--- config.mk ---
export PLATFORM = sky130hd
export DESIGN_NAME = bus_ctrl
export DESIGN_NICKNAME = d
export VERILOG_FILES = /design/src/rtl/rime_pkg.sv /design/src/rtl/addr_ctr.sv /design/src/rtl/bus_ctrl.sv
export SDC_FILE = /design/constraint.sdc
export NUM_CORES = 1
export LEC_CHECK = 0
export CAP_MARGIN = 20
export CORE_MARGIN = 4
export CORE_UTILIZATION = 25
export DETAILED_ROUTE_END_ITERATION = 16
export GPL_ROUTABILITY_DRIVEN = 1
export PLACE_DENSITY_LB_ADDON = 0.25
export SETUP_SLACK_MARGIN = 0.15
export SYNTH_ARGS = -nofsm -noshare
export SYNTH_HDL_FRONTEND = slang
export SYNTH_SLANG_ARGS = --single-unit
--- constraint.sdc ---
create_clock -name clk -period 1.8 [get_ports clk]
set_input_delay 0.45 -clock clk [delete_from_list [all_inputs] [get_ports clk]]
set_output_delay 0.45 -clock clk [all_outputs]
set_load 0.1 [all_outputs]
--- src/rtl/rime_pkg.sv ---
// Shared definitions for the bus controller: FSM state encoding, transfer
// direction codes and the burst-length field width.
package rime_pkg;

  typedef enum logic [2:0] {
    ST_IDLE  = 3'd0,
    ST_ADDR  = 3'd1,
    ST_DRIVE = 3'd2,
    ST_WRITE = 3'd3,
    ST_TURN  = 3'd4
  } state_e;

  localparam logic DIR_STORE = 1'b0;
  localparam logic DIR_LOAD  = 1'b1;

  localparam int unsigned LEN_W = 4;

endpackage

--- src/rtl/addr_ctr.sv ---
// RAM address register: loads the burst base address and steps by one per
// word, wrapping naturally at 2^ADDR_WIDTH.
module addr_ctr #(
  parameter int ADDR_WIDTH = 8
) (
  input  logic                  clk,
  input  logic                  rst,
  input  logic                  load,
  input  logic                  inc,
  input  logic [ADDR_WIDTH-1:0] load_val,
  output logic [ADDR_WIDTH-1:0] q
);

  logic [ADDR_WIDTH-1:0] r_q;

  // Address register; load wins over increment.
  always_ff @(posedge clk) begin
    if (rst) begin
      r_q <= '0;
    end else if (load) begin
      r_q <= load_val;
    end else if (inc) begin
      r_q <= r_q + ADDR_WIDTH'(1);
    end else begin
      r_q <= r_q;
    end
  end

  assign q = r_q;

endmodule

--- src/rtl/bus_ctrl.sv ---
// Register <-> RAM burst transfer controller. Each word runs through
// ADDR, DRIVE, WRITE and TURN, one cycle each, with registered strobes.
module bus_ctrl
  import rime_pkg::*;
#(
  parameter int WIDTH      = 8,
  parameter int ADDR_WIDTH = 8
) (
  input  logic                  clk,
  input  logic                  rst,
  input  logic                  start,
  input  logic                  dir,
  input  logic [ADDR_WIDTH-1:0] base_addr,
  input  logic [LEN_W-1:0]      len,
  output logic                  ready,
  output logic                  done,
  output logic [ADDR_WIDTH-1:0] addr_bus,
  output logic                  oe_reg,
  output logic                  we_reg,
  output logic                  oe_ram,
  output logic                  we_ram
);

  if (WIDTH < 1) begin : g_width_chk
    $error("bus_ctrl: WIDTH must be at least 1");
  end

  state_e           r_state;
  logic             r_dir;
  logic [LEN_W-1:0] r_len;
  logic [LEN_W-1:0] r_cnt;
  logic             r_ready;
  logic             r_done;
  logic             r_oe_reg;
  logic             r_we_reg;
  logic             r_oe_ram;
  logic             r_we_ram;

  logic w_last;
  logic w_load;
  logic w_inc;

  assign w_last = (r_cnt == r_len);
  assign w_load = (r_state == ST_IDLE) && start;
  assign w_inc  = (r_state == ST_TURN) && !w_last;

  addr_ctr #(.ADDR_WIDTH(ADDR_WIDTH)) u_addr_ctr (
    .clk      (clk),
    .rst      (rst),
    .load     (w_load),
    .inc      (w_inc),
    .load_val (base_addr),
    .q        (addr_bus)
  );

  // Sequencer; strobes are computed for the state being entered so they
  // come straight from flops.
  always_ff @(posedge clk) begin
    if (rst) begin
      r_state  <= ST_IDLE;
      r_dir    <= DIR_STORE;
      r_len    <= '0;
      r_cnt    <= '0;
      r_ready  <= 1'b1;
      r_done   <= 1'b0;
      r_oe_reg <= 1'b0;
      r_we_reg <= 1'b0;
      r_oe_ram <= 1'b0;
      r_we_ram <= 1'b0;
    end else begin
      r_ready  <= 1'b0;
      r_done   <= 1'b0;
      r_oe_reg <= 1'b0;
      r_we_reg <= 1'b0;
      r_oe_ram <= 1'b0;
      r_we_ram <= 1'b0;
      case (r_state)
        ST_IDLE: begin
          if (start) begin
            r_dir   <= dir;
            r_len   <= len;
            r_cnt   <= '0;
            r_state <= ST_ADDR;
          end else begin
            r_ready <= 1'b1;
            r_state <= ST_IDLE;
          end
        end
        ST_ADDR: begin
          r_oe_reg <= (r_dir == DIR_STORE);
          r_oe_ram <= (r_dir == DIR_LOAD);
          r_state  <= ST_DRIVE;
        end
        ST_DRIVE: begin
          r_oe_reg <= (r_dir == DIR_STORE);
          r_oe_ram <= (r_dir == DIR_LOAD);
          r_we_ram <= (r_dir == DIR_STORE);
          r_we_reg <= (r_dir == DIR_LOAD);
          r_state  <= ST_WRITE;
        end
        ST_WRITE: begin
          r_done  <= w_last;
          r_state <= ST_TURN;
        end
        ST_TURN: begin
          if (w_last) begin
            r_ready <= 1'b1;
            r_state <= ST_IDLE;
          end else begin
            r_cnt   <= r_cnt + LEN_W'(1);
            r_state <= ST_ADDR;
          end
        end
        default: begin
          r_ready <= 1'b1;
          r_state <= ST_IDLE;
        end
      endcase
    end
  end

  assign ready  = r_ready;
  assign done   = r_done;
  assign oe_reg = r_oe_reg;
  assign we_reg = r_we_reg;
  assign oe_ram = r_oe_ram;
  assign we_ram = r_we_ram;

endmodule

==> summary.md <==
| Metric | Value |
|---|---|
| Status | `complete, no violations` |
| H-tree lvl count | `1` |
| Combinational Power Share | `39.4%` |
| Vias in the first global route | `about 1100` |
| CP Launch Type | `register` |
| IO Count | `30` |
| # rows | `25` |
| CTS root buf | `clkbuf_8` |
| Max clock buf depth | `2` |
| Die Height | `~78 um` |
| Post-synthesis average cell area | `9.07 um^2` |
| CP Data Required Time | `1970 ps` |
| Clock network fraction of total power | `23.9%` |
| Syn Nets | `153` |
| Ant diodes | `0` |
| GRT Total Usage | `10.3%` |
| Finish-stage setup viols | `0` |
| Ys Warns | `0` |
| Final hold violation count | `0` |
| Max-slew headroom | `about three quarters` |
| Vias post-DR | `1139` |
| Post-synth top area share | `42.5%` |
| Hold path cells | `2` |
| Detailed Routing Iterations Pass 1 | `4` |
| Clock Latency Late Sink | `approximately 270 ps` |
| Max cap viols | `0` |
| Sw frac | `37.5%` |
| Final worst path period need | `1620 ps` |
| DRC viols | `0` |
| Fraction of layout cells with a size suffix above 1 | `between 30% and 40%` |
| Finished Layout Cells | `241` |
| Area delta synth->final | `57.2%` |
| Top FF cell, synth | `dfxtp_1` |
| Clock sinks | `26` |
| Initial drt markers | `51` |
| Tcrit/Tclk final | `89.8%` |
| P_leak | `0.000746 uW` |
| Yosys cell types | `43` |
| Post-Synthesis Cells | `135` |
| Grt ovf | `0` |
| Placed instance count | `between 200 and 250` |
| Fmax | `618 MHz` |
| Max reg flops | `8` |
| CTS tree | `yes` |
| Global-route wire length before repair | `5040 um` |
| Worst hold slack | `477 ps` |
| Hold Startpoint | `r_len[2]` |
| Total die area | `6080 um^2` |
| EDFF count, synth | `0` |
| Fin. max-slew vios | `0` |
| RSZ-0062 raised after global routing | `yes` |
| Core Region | `4720 um^2` |
| Worst clock skew | `3.84 ps` |
| DR WL/cell | `around 12 um` |
| Highest fanout seen on the critical path | `4` |
| Post-synth ARST share | `0%` |
| Seq cells post-synth | `26` |
| Via density per instance | `about 4.7` |
| Slew of the pin with the lowest slew margin | `a little under 400 ps` |
| P per Cell Area | `1060 nW/um^2` |
| Worst r2r path cells | `5` |
| Cell Area, Synth | `about 1200 um^2` |
| Yosys top cell by area | `dfxtp_1` |
| Starting Density | `about a quarter` |
| Reg2reg end | `r_cnt[2]` |
| Port Buffers | `29` |
| Worst min path class | `reg2reg` |
| Antenna Nets Post-Route | `0` |
| Worst EP arrival | `between 1500 and 2000 ps` |
| Flop pwr share | `between 30 and 40%` |
| Final net count | `between 150 and 200` |
| Most area-consuming cells after synthesis | `dfxtp_1 (42%), nand2_1 (5.2%), xor2_1 (3.6%), a21oi_1 (3.3%), nand3_1 (3.3%)` |
| Peak supply drop | `0.000342 V` |
| Int Power | `1270 uW` |
| Internal reg-to-reg setup slack | `180 ps` |
| Initial antenna violation count | `0` |
| Largest net degree at the start of global routing | `19` |
| CP Class | `reg2reg` |
| Worst hold endpoint | `r_len[2]` |
| Reg2reg start | `r_cnt[3]` |
| Final Core Density | `roughly 41%` |
| Total wire length | `3010 um` |
| Crit. End Element | `register` |
| Switching power | `764 uW` |
| Clk pin slew, worst setup/hold paths | `90 ps` |
| Dpl hpwl | `2290 um` |
| Horiz. Die Dim | `about 78 um` |
| Sequential-to-total area share from yosys stat | `a little over two fifths` |
| CTS Buf Count | `3` |
| Final RePlAce weighted congestion | `0.807` |
## critical path, stage by stage, from the launching register on
cell     delay, ps
dfxtp_2        340
xor2_1         180
o41ai_2        470
buf_4          210
nor4b_1         50
a211o_1        260
## layout make-up
type,count,area (um^2)
Clock buffer,3,41.3
Clock inverter,1,30.0
Fill cell,480,2800
Inverter,2,7.51
Multi-Input combinational cell,97,663
Sequential cell,26,534
Tap cell,67,83.8
Timing Repair Buffer,45,566
## layer usage
layer	share of wire [%]	wire, um	track usage (%)
met2	50	1520	18.1
met5	0	0	0
met1	45	1350	11.8
met4	2.1	64	5.24
met3	2.4	72	1.86
## power groups by stage
stage	combinational, uW	clock (uW)	sequential (uW)
floorplan	241	0	997
global placement	780	0	753
detailed placement	785	0	755
CTS	802	500	743
global route	856	519	757
finish	804	488	746
## kinds of logic (layout without fill, tap and decap cells)
kind of cell	Yosys count	in the layout	share of synthesized area, %
flops	26	26	42.5
mux	2	2	1.63
fa+ha+maj	2	2	2.04
buf+inv	12	51	5.72
compound gates	29	29	15.8
xor+xnor	6	6	4.29
simple gates	58	58	28.0
## cells in the mapped netlist (2+ instances only)
cell type	n
dfxtp_1	26
or3_1	2
clkbuf_1	2
nor2_1	2
nand3_1	8
nor3_1	5
ha_1	2
and4_1	2
a31oi_1	3
nor4b_1	3
mux2i_1	2
or4_1	2
nand2_1	17
a21oi_1	8
nor4_1	6
a211oi_1	2
buf_6	2
xor2_1	5
o21ai_0	8
inv_1	2
buf_2	4
## layout by cell type (no fill, tap or decap), types with 4 or more instances in the layout
master	Yosys	final
a21oi_1	8	8
buf_12	0	15
buf_4	1	14
clkdlybuf4s50_1	0	14
dfxtp_1	26	15
dfxtp_2	0	11
nand2_1	17	17
nand3_1	8	8
nor3_1	5	5
nor4_1	6	4
o21ai_0	8	7
xor2_1	5	5
## how the worst max path moves through the flow
stage	slack [ps]	start	endpoint
after floorplan	150	r_cnt[1]	u_addr_ctr.q[1]
after global placement	-290	start	r_cnt[2]
after detailed placement	-320	start	u_addr_ctr.q[7]
after CTS	120	r_cnt[1]	r_cnt[2]
after global routing	110	r_cnt[3]	u_addr_ctr.q[1]
final	180	r_cnt[3]	r_cnt[2]
## what timing repair did
item                                    4_1_cts  5_1_grt
resized for setup                             4        9
buffers inserted                              0        2
endpoints found under the setup margin       18       10
hold buffers                                  0        0
pin swaps                                     0        7
## stage by stage
stage               total power, uW  worst slack (ps)  area [um^2]  setup TNS (ps)
floorplan                      1240               152         1230               0
global placement               1530              -288         1800           -3510
detailed placement             1540              -315         1800           -3680
CTS                            2040               117         1880               0
global route                   2130               111         1930               0
finish                         2040               183         1930               0
Power figures use the tool's default switching activity.
